[src/rtl/intel_vvp_remosaic_mode_sched.sv]
// Purpose : frame-boundary scheduler that commits a shadowed conv-mode to the remosaic datapath.
// Latency : accept at T with a gap present -> new mode and mode_update at T+3+C_DRAIN_CYCLES.
// Backpr. : req_ready low while draining/applying; vid_hold stalls upstream frame starts.
// Ports   : main_clock/main_reset_n (async active-low); req_conv_mode/req_valid/req_ready request
//           handshake; vid_sof/vid_eof frame markers in, vid_hold out; active_conv_mode/mode_update
//           to the datapath; pending plus saturating applied/overwrite/abort status counters.
module intel_vvp_remosaic_mode_sched #(
  parameter logic [7:0] C_CONV_MODE    = 8'b00010110,
  parameter int         C_DRAIN_CYCLES = 16,
  parameter int         C_CNT_WIDTH    = 16
) (
  input  logic                   main_clock,
  input  logic                   main_reset_n,
  input  logic [7:0]             req_conv_mode,
  input  logic                   req_valid,
  output logic                   req_ready,
  input  logic                   vid_sof,
  input  logic                   vid_eof,
  output logic                   vid_hold,
  output logic [7:0]             active_conv_mode,
  output logic                   mode_update,
  output logic                   pending,
  output logic [C_CNT_WIDTH-1:0] applied_count,
  output logic [C_CNT_WIDTH-1:0] overwrite_count,
  output logic [C_CNT_WIDTH-1:0] abort_count
);

  typedef enum logic [1:0] {IDLE, PENDING, DRAIN, APPLY} state_t;

  // With no drain interval the gap goes straight to the one-cycle commit.
  localparam logic [7:0] DRAIN_LOAD = (C_DRAIN_CYCLES == 0) ? 8'd0 : 8'(C_DRAIN_CYCLES - 1);
  localparam state_t     GAP_STATE  = (C_DRAIN_CYCLES == 0) ? APPLY : DRAIN;
  localparam logic [C_CNT_WIDTH-1:0] CNT_MAX = {C_CNT_WIDTH{1'b1}};

  state_t     state, state_nxt;
  logic       in_frame;
  logic [7:0] shadow, shadow_nxt;
  logic [7:0] drain_cnt, drain_cnt_nxt;
  logic       accept, same_mode, gap;
  logic       commit, inc_overwrite, inc_abort;

  assign req_ready = (state == IDLE) || (state == PENDING);
  assign pending   = (state != IDLE);
  assign vid_hold  = (state == DRAIN) || (state == APPLY);

  assign accept    = req_valid && req_ready;
  assign same_mode = (req_conv_mode == active_conv_mode);
  // An SOF in the current cycle means a frame is starting, so it is not a gap.
  assign gap       = !in_frame && !vid_sof;

  always_comb begin
    state_nxt     = state;
    shadow_nxt    = shadow;
    drain_cnt_nxt = drain_cnt;
    commit        = 1'b0;
    inc_overwrite = 1'b0;
    inc_abort     = 1'b0;
    case (state)
      IDLE: begin
        if (accept && !same_mode) begin
          shadow_nxt = req_conv_mode;
          state_nxt  = PENDING;
        end
      end
      PENDING: begin
        if (accept && same_mode) begin
          // Cancel wins over a simultaneous gap.
          shadow_nxt    = req_conv_mode;
          inc_overwrite = 1'b1;
          state_nxt     = IDLE;
        end else begin
          if (accept) begin
            shadow_nxt    = req_conv_mode;
            inc_overwrite = 1'b1;
          end
          if (gap) begin
            state_nxt     = GAP_STATE;
            drain_cnt_nxt = DRAIN_LOAD;
          end
        end
      end
      DRAIN: begin
        if (vid_sof) begin
          // Upstream ignored vid_hold; keep the shadow and retry at the next gap.
          inc_abort = 1'b1;
          state_nxt = PENDING;
        end else if (drain_cnt == 8'd0) begin
          state_nxt = APPLY;
        end else begin
          drain_cnt_nxt = drain_cnt - 8'd1;
        end
      end
      APPLY: begin
        commit    = 1'b1;
        inc_abort = vid_sof;
        state_nxt = IDLE;
      end
      default: state_nxt = IDLE;
    endcase
  end

  always_ff @(posedge main_clock or negedge main_reset_n) begin
    if (!main_reset_n) begin
      state            <= IDLE;
      in_frame         <= 1'b0;
      shadow           <= C_CONV_MODE;
      drain_cnt        <= 8'd0;
      active_conv_mode <= C_CONV_MODE;
      mode_update      <= 1'b0;
      applied_count    <= '0;
      overwrite_count  <= '0;
      abort_count      <= '0;
    end else begin
      state     <= state_nxt;
      shadow    <= shadow_nxt;
      drain_cnt <= drain_cnt_nxt;
      // EOF wins so a same-cycle SOF+EOF leaves the stream out of frame.
      if (vid_eof)      in_frame <= 1'b0;
      else if (vid_sof) in_frame <= 1'b1;
      mode_update <= commit && (shadow != active_conv_mode);
      if (commit) active_conv_mode <= shadow;
      if (commit && applied_count != CNT_MAX)
        applied_count <= applied_count + 1'b1;
      if (inc_overwrite && overwrite_count != CNT_MAX)
        overwrite_count <= overwrite_count + 1'b1;
      if (inc_abort && abort_count != CNT_MAX)
        abort_count <= abort_count + 1'b1;
    end
  end

endmodule

[config.mk]
export PLATFORM = sky130hd
export DESIGN_NAME = intel_vvp_remosaic_mode_sched
export DESIGN_NICKNAME = d
export VERILOG_FILES = /design/src/rtl/intel_vvp_remosaic_mode_sched.sv
export SDC_FILE = /design/constraint.sdc
export NUM_CORES = 1
export LEC_CHECK = 0
export CORE_MARGIN = 1.5
export CORE_UTILIZATION = 51
export DETAILED_ROUTE_END_ITERATION = 16
export PLACE_DENSITY_LB_ADDON = 0.25
export SLEW_MARGIN = 25
export SYNTH_ARGS = -nofsm -noshare
export SYNTH_HDL_FRONTEND = slang
export SYNTH_SLANG_ARGS = --single-unit
[constraint.sdc]
create_clock -name main_clock -period 3.4 [get_ports main_clock]
set_input_delay 0.68 -clock main_clock [delete_from_list [all_inputs] [get_ports main_clock]]
set_output_delay 0.68 -clock main_clock [all_outputs]
set_load 0.005 [all_outputs]
Word level (Yosys, flattened, before mapping). Cells that the tools add are included.

Flip-flop bits (word level): 76. Input bits: 13. Bits in latches: 0. Output and inout bits: 60. Logic and storage cells: 74. Bits in writable memories: 0. Memories: 0. Bits in read-only memories: 0.

$lt $le $gt $ge: 0. Bitwise logic cells: 0. Add/sub/neg operators: 4. Reductions and logical operators: 22. Multiply operators: 0. Mux-type cells: 23. Equal/unequal tests: 16. Shift operators: 0. Divide/modulo/power cells: 0.

Operators with widths (count): two-way mux 8 bit (7); adder 16 x 1 -> 16 bit, second input constant (3); inequality test 16 bit, second input constant (3); case mux 8 bit (2 select lines) (2); two-way mux 2 bit (5); inequality test 3 x 2 -> 1 bit, second input constant (3); == test 8 bit (1); logical AND 1 bit (8); logical NOT 8 bit (1); inequality test 2 bit, second input constant (4); inequality test 8 bit (1); case mux 2 bit (4 select lines) (1); nonzero test 2 bit (4); subtractor 8 x 1 -> 8 bit, second input constant (1); two-way mux 1 bit (7); AND reduction 3 bit (2); AND reduction 5 bit (1); == test 2 bit, second input constant (2); logical NOT 1 bit (3); == test 2 x 1 -> 1 bit, second input constant (1); logical NOT 2 bit (1); logical OR 1 bit (2); inequality test 2 x 1 -> 1 bit, second input constant (1); case mux 1 bit (2 select lines) (1).

Depth between registers and ports, before layout.
Word-level depth: 7. Gate-level depth with buffers: 7. Depth with buffers taken out: 7.

Least setup slack after synthesis. No wires, ideal clock.

Kind: reg2reg. Start point: register applied_count[0]. End point: register applied_count[4]. Path buffers: 1. Path slack: 1.448 ns. Data required time: 3.275 ns. Arrival: 1.827 ns. Library setup time: 0.125 ns. Clock period less this slack: 1.952 ns. Stages on the path, launching flop included: 8. Path through: dfrtp_1 -> ha_1 -> nand4_1 -> or4_4 -> nor2b_4 -> buf_6 -> and4_1 -> xor2_1.

Longest elaborated chain between the ends: 2. Elaborated cells on any way between the ends: 3. Classes of those cells: add/sub: 1; eq/ne: 1; reduce/logical: 1.

RTL lines: from (decl) (line 23) `output logic [C_CNT_WIDTH-1:0] applied_count,`; from (signal assigned) (line 123) `applied_count <= applied_count + 1'b1;`; parallel branches: the longest is 2 deep, another holds adder 16 x 1 -> 16 bit.

Several ways; the timed one is not identified. A chain may end at the register's enable or synchronous reset.

Worst setup path after layout.
Start point: register state[1]. End point: output pending.

Longest elaborated chain between the ends: 1.

RTL lines: from (decl) (line 35) `state_t state, state_nxt;`; from (signal assigned) (line 114) `state <= state_nxt;`; nonzero test 2 bit (line 43) `assign pending = (state != IDLE);`; to (decl) (line 22) `output logic pending,`.

No other way between the ends.

==> results.sh <==
export IMPL_run_status="finished, final reports clean"
export IMPL_vdd_drop_max_v=0.0003793
export IMPL_tritoncts="built"
export IMPL_cts_htree_levels=3
export IMPL_rsz0062_at_grt="false"
export IMPL_net_switching_power_w=0.0009574
export IMPL_post_cts_buffers=0
export IMPL_syn_nets=356
export IMPL_syn_avg_cell_area_um2=11.07
export IMPL_crit_path_start_kind="register"
export IMPL_max_slew_margin_rel=0.5479
export IMPL_grt_pass1_wl_um=12550
export IMPL_synthArstFlopShare=1.000
export IMPL_place_area_mm2=0.004551
export IMPL_p_leak_nw=1.969
export IMPL_ys_seq_elements=76
export IMPL_hp_class="input pin to async pin"
export IMPL_clk_pin_slew_ps=70
export IMPL_io_buffers=72
export IMPL_drv_cap=0
export IMPL_setup_worst_path_end_class="primary output"
export IMPL_clock_fmax_ghz=0.4189
export IMPL_synthToLayoutAreaGrowth_pct=26.49
export IMPL_synth_top_area_frac=0.4682
export IMPL_ios=73
export IMPL_ys_seq_area_frac=0.5104
export IMPL_drt_wl_total_um=7608
export IMPL_crit_fanout=14
export IMPL_p_seq_frac=0.474
export IMPL_antenna_left=0
export IMPL_p_int_w=0.002019
export IMPL_grt_max_degree=77
export IMPL_cts_buffer_depth=2
export IMPL_required_ps=2720
export IMPL_clk_latency_ps=350
export IMPL_core_area_mm2=0.007176
export IMPL_root_buffer="clkbuf_8"
export IMPL_grt_overflow_total=0
export IMPL_gp_congestion=0.8079
export IMPL_dp_hpwl_um=5342
export IMPL_synth_edf_count=0
export IMPL_stdcell_area_mm2=0.004732
export IMPL_setup_viol=0
export IMPL_numCtsBuffers=9
export IMPL_clock_sinks=76
export IMPL_nNetsFinal=433
export IMPL_synthTopCellsByArea="dfrtp_1, xnor2_1, mux2_2"
export IMPL_finClkSkew_ps=10.32
export IMPL_drc=0
export IMPL_finalCriticalPeriod_ps=2387
export IMPL_netlist_area_mm2=0.003741
export IMPL_arrival_ps=1710
export IMPL_min_period_over_period=0.7021
export IMPL_grt_pass1_vias=2708
export IMPL_num_antenna_cells=0
export IMPL_rows=31
export IMPL_synthCells=338
export IMPL_tightest_slew_ps=678.2
export IMPL_via_count=2800
export IMPL_slew_violations=0
export IMPL_routed_via_density=5.395
export IMPL_p_comb_frac=0.307
export IMPL_drive_above_1_share=0.1190
export IMPL_antenna_found_initial=0
export IMPL_synth_cell_type_count=48
export IMPL_powerDensity_mw_per_mm2=629.0
export IMPL_pwr_share_clk=0.219
export IMPL_die_area_mm2=0.007858
export IMPL_routedWlPerCell_um=14.66
export IMPL_yosys_cell_count_top_type="dfrtp_1"
export IMPL_worstRegToRegCells=5
export IMPL_yosysWarnings=0
export IMPL_ys_flop_type="dfrtp_1"
export IMPL_synth_common_cells="dfrtp_1, xnor2_1, nand2_1, nor2_1, xor2_1"
export IMPL_drt_pass1_iterations=5
export IMPL_first_iter_violations=158
export IMPL_path_class="register to primary output"
export IMPL_start_util=0.5214
export IMPL_grt_usage=0.2087
export IMPL_swShare=0.3217
export IMPL_die_h_um=88.65
export IMPL_synth_area_leader_cell="dfrtp_1"
export IMPL_die_w_um=88.65
export IMPL_cts_resized=0
export IMPL_setup_tns_ps=0
export IMPL_cts_hold_buf=0
export IMPL_hold_viol=0
==> layout by cell type, fill, tap and decap left out, types with 10 or more instances in the layout <==
cell	count
nand3_1	12
clkdlybuf4s50_1	71
dfrtp_1	70
nand2_1	28
mux2_2	22
nor2_1	23
xor2_1	23
nor3_1	10
xnor2_1	32
nand4_1	18
==> metrics by stage <==
stage / util / setup WS (ps) / total power, W / hold WS [ps] / cells
CTS: 0.6589 / 999.9 / 0.003003 / 494.1 / 519
finish: 0.6595 / 1013 / 0.002976 / 331.2 / 519
global route: 0.6595 / 960.1 / 0.003161 / 403.1 / 519
global placement: 0.6342 / 837.9 / 0.002311 / 470.9 / 503
detailed placement: 0.6342 / 787.6 / 0.002346 / 485.4 / 503
floorplan: - / 1448 / 0.001885 / 384.4 / 338
==> worst paths after layout <==
check,to,slack (ps),from
setup / recovery,pending,1010,state[1]
hold / removal,overwrite_count[13],330,main_reset_n
setup reg to reg,applied_count[11],1210,state[1]
hold reg to reg,overwrite_count[11],490,overwrite_count[11]
max in group asynchronous,active_conv_mode[3],2590,main_reset_n
min in group main_clock,overwrite_count[11],490,overwrite_count[11]
==> layout make-up <==
type	count	area [um^2]
Clock buffer	14	142.6
Clock inverter	2	35.03
Fill cell	584	2444
Inverter	6	22.52
Multi-Input combinational cell	250	1777
Sequential cell	76	1909
Tap cell	99	123.9
Timing Repair Buffer	72	721.9
==> per-layer routing <==
| metal | vias up | share of wire | GRT usage |
|---|---|---|---|
| li1 | 1361 | - | - |
| met1 | 1369 | 0.45 | 0.2761 |
| met2 | 59 | 0.49 | 0.3292 |
| met3 | 11 | 0.048 | 0.05317 |
| met4 | 0 | 0.014 | 0.08381 |
| met5 | - | 0 | 0 |
==> power by group through the flow <==
stage               sequential [W]  combinational (W)  clock (W)
floorplan                  0.00135           0.000530          0
global placement           0.00141           0.000898          0
detailed placement         0.00143           0.000921          0
CTS                        0.00141           0.000928   0.000663
global route               0.00145            0.00101   0.000701
finish                     0.00141           0.000914   0.000652
==> worst max-delay path, stage by stage (launching register included) <==
cell	delay (ps)
dfrtp_1	560
or2_2	370
clkdlybuf4s50_1	450
==> logic make-up (layout without fill, tap and decap cells) <==
| logic type | after synthesis | in the layout | share of synthesized area |
|---|---|---|---|
| XOR/XNOR | 55 | 55 | 0.1288 |
| flip-flops | 76 | 76 | 0.5104 |
| AND/OR/NAND/NOR | 132 | 132 | 0.1906 |
| AO/OA/AOI/OAI | 34 | 34 | 0.06589 |
| buffers and inverters | 12 | 94 | 0.01471 |
| adder cells (fa/ha/maj) | 5 | 5 | 0.01672 |
| multiplexers | 24 | 24 | 0.07291 |
==> flip-flops by register name, summed over array words and instances (netlist names) <==
name              flops
active_conv_mode      8
applied_count        16
abort_count          16
drain_cnt             8
mode_update           1
shadow                8
state                 2
overwrite_count      16
in_frame              1
(Power assumes the default switching activity.)
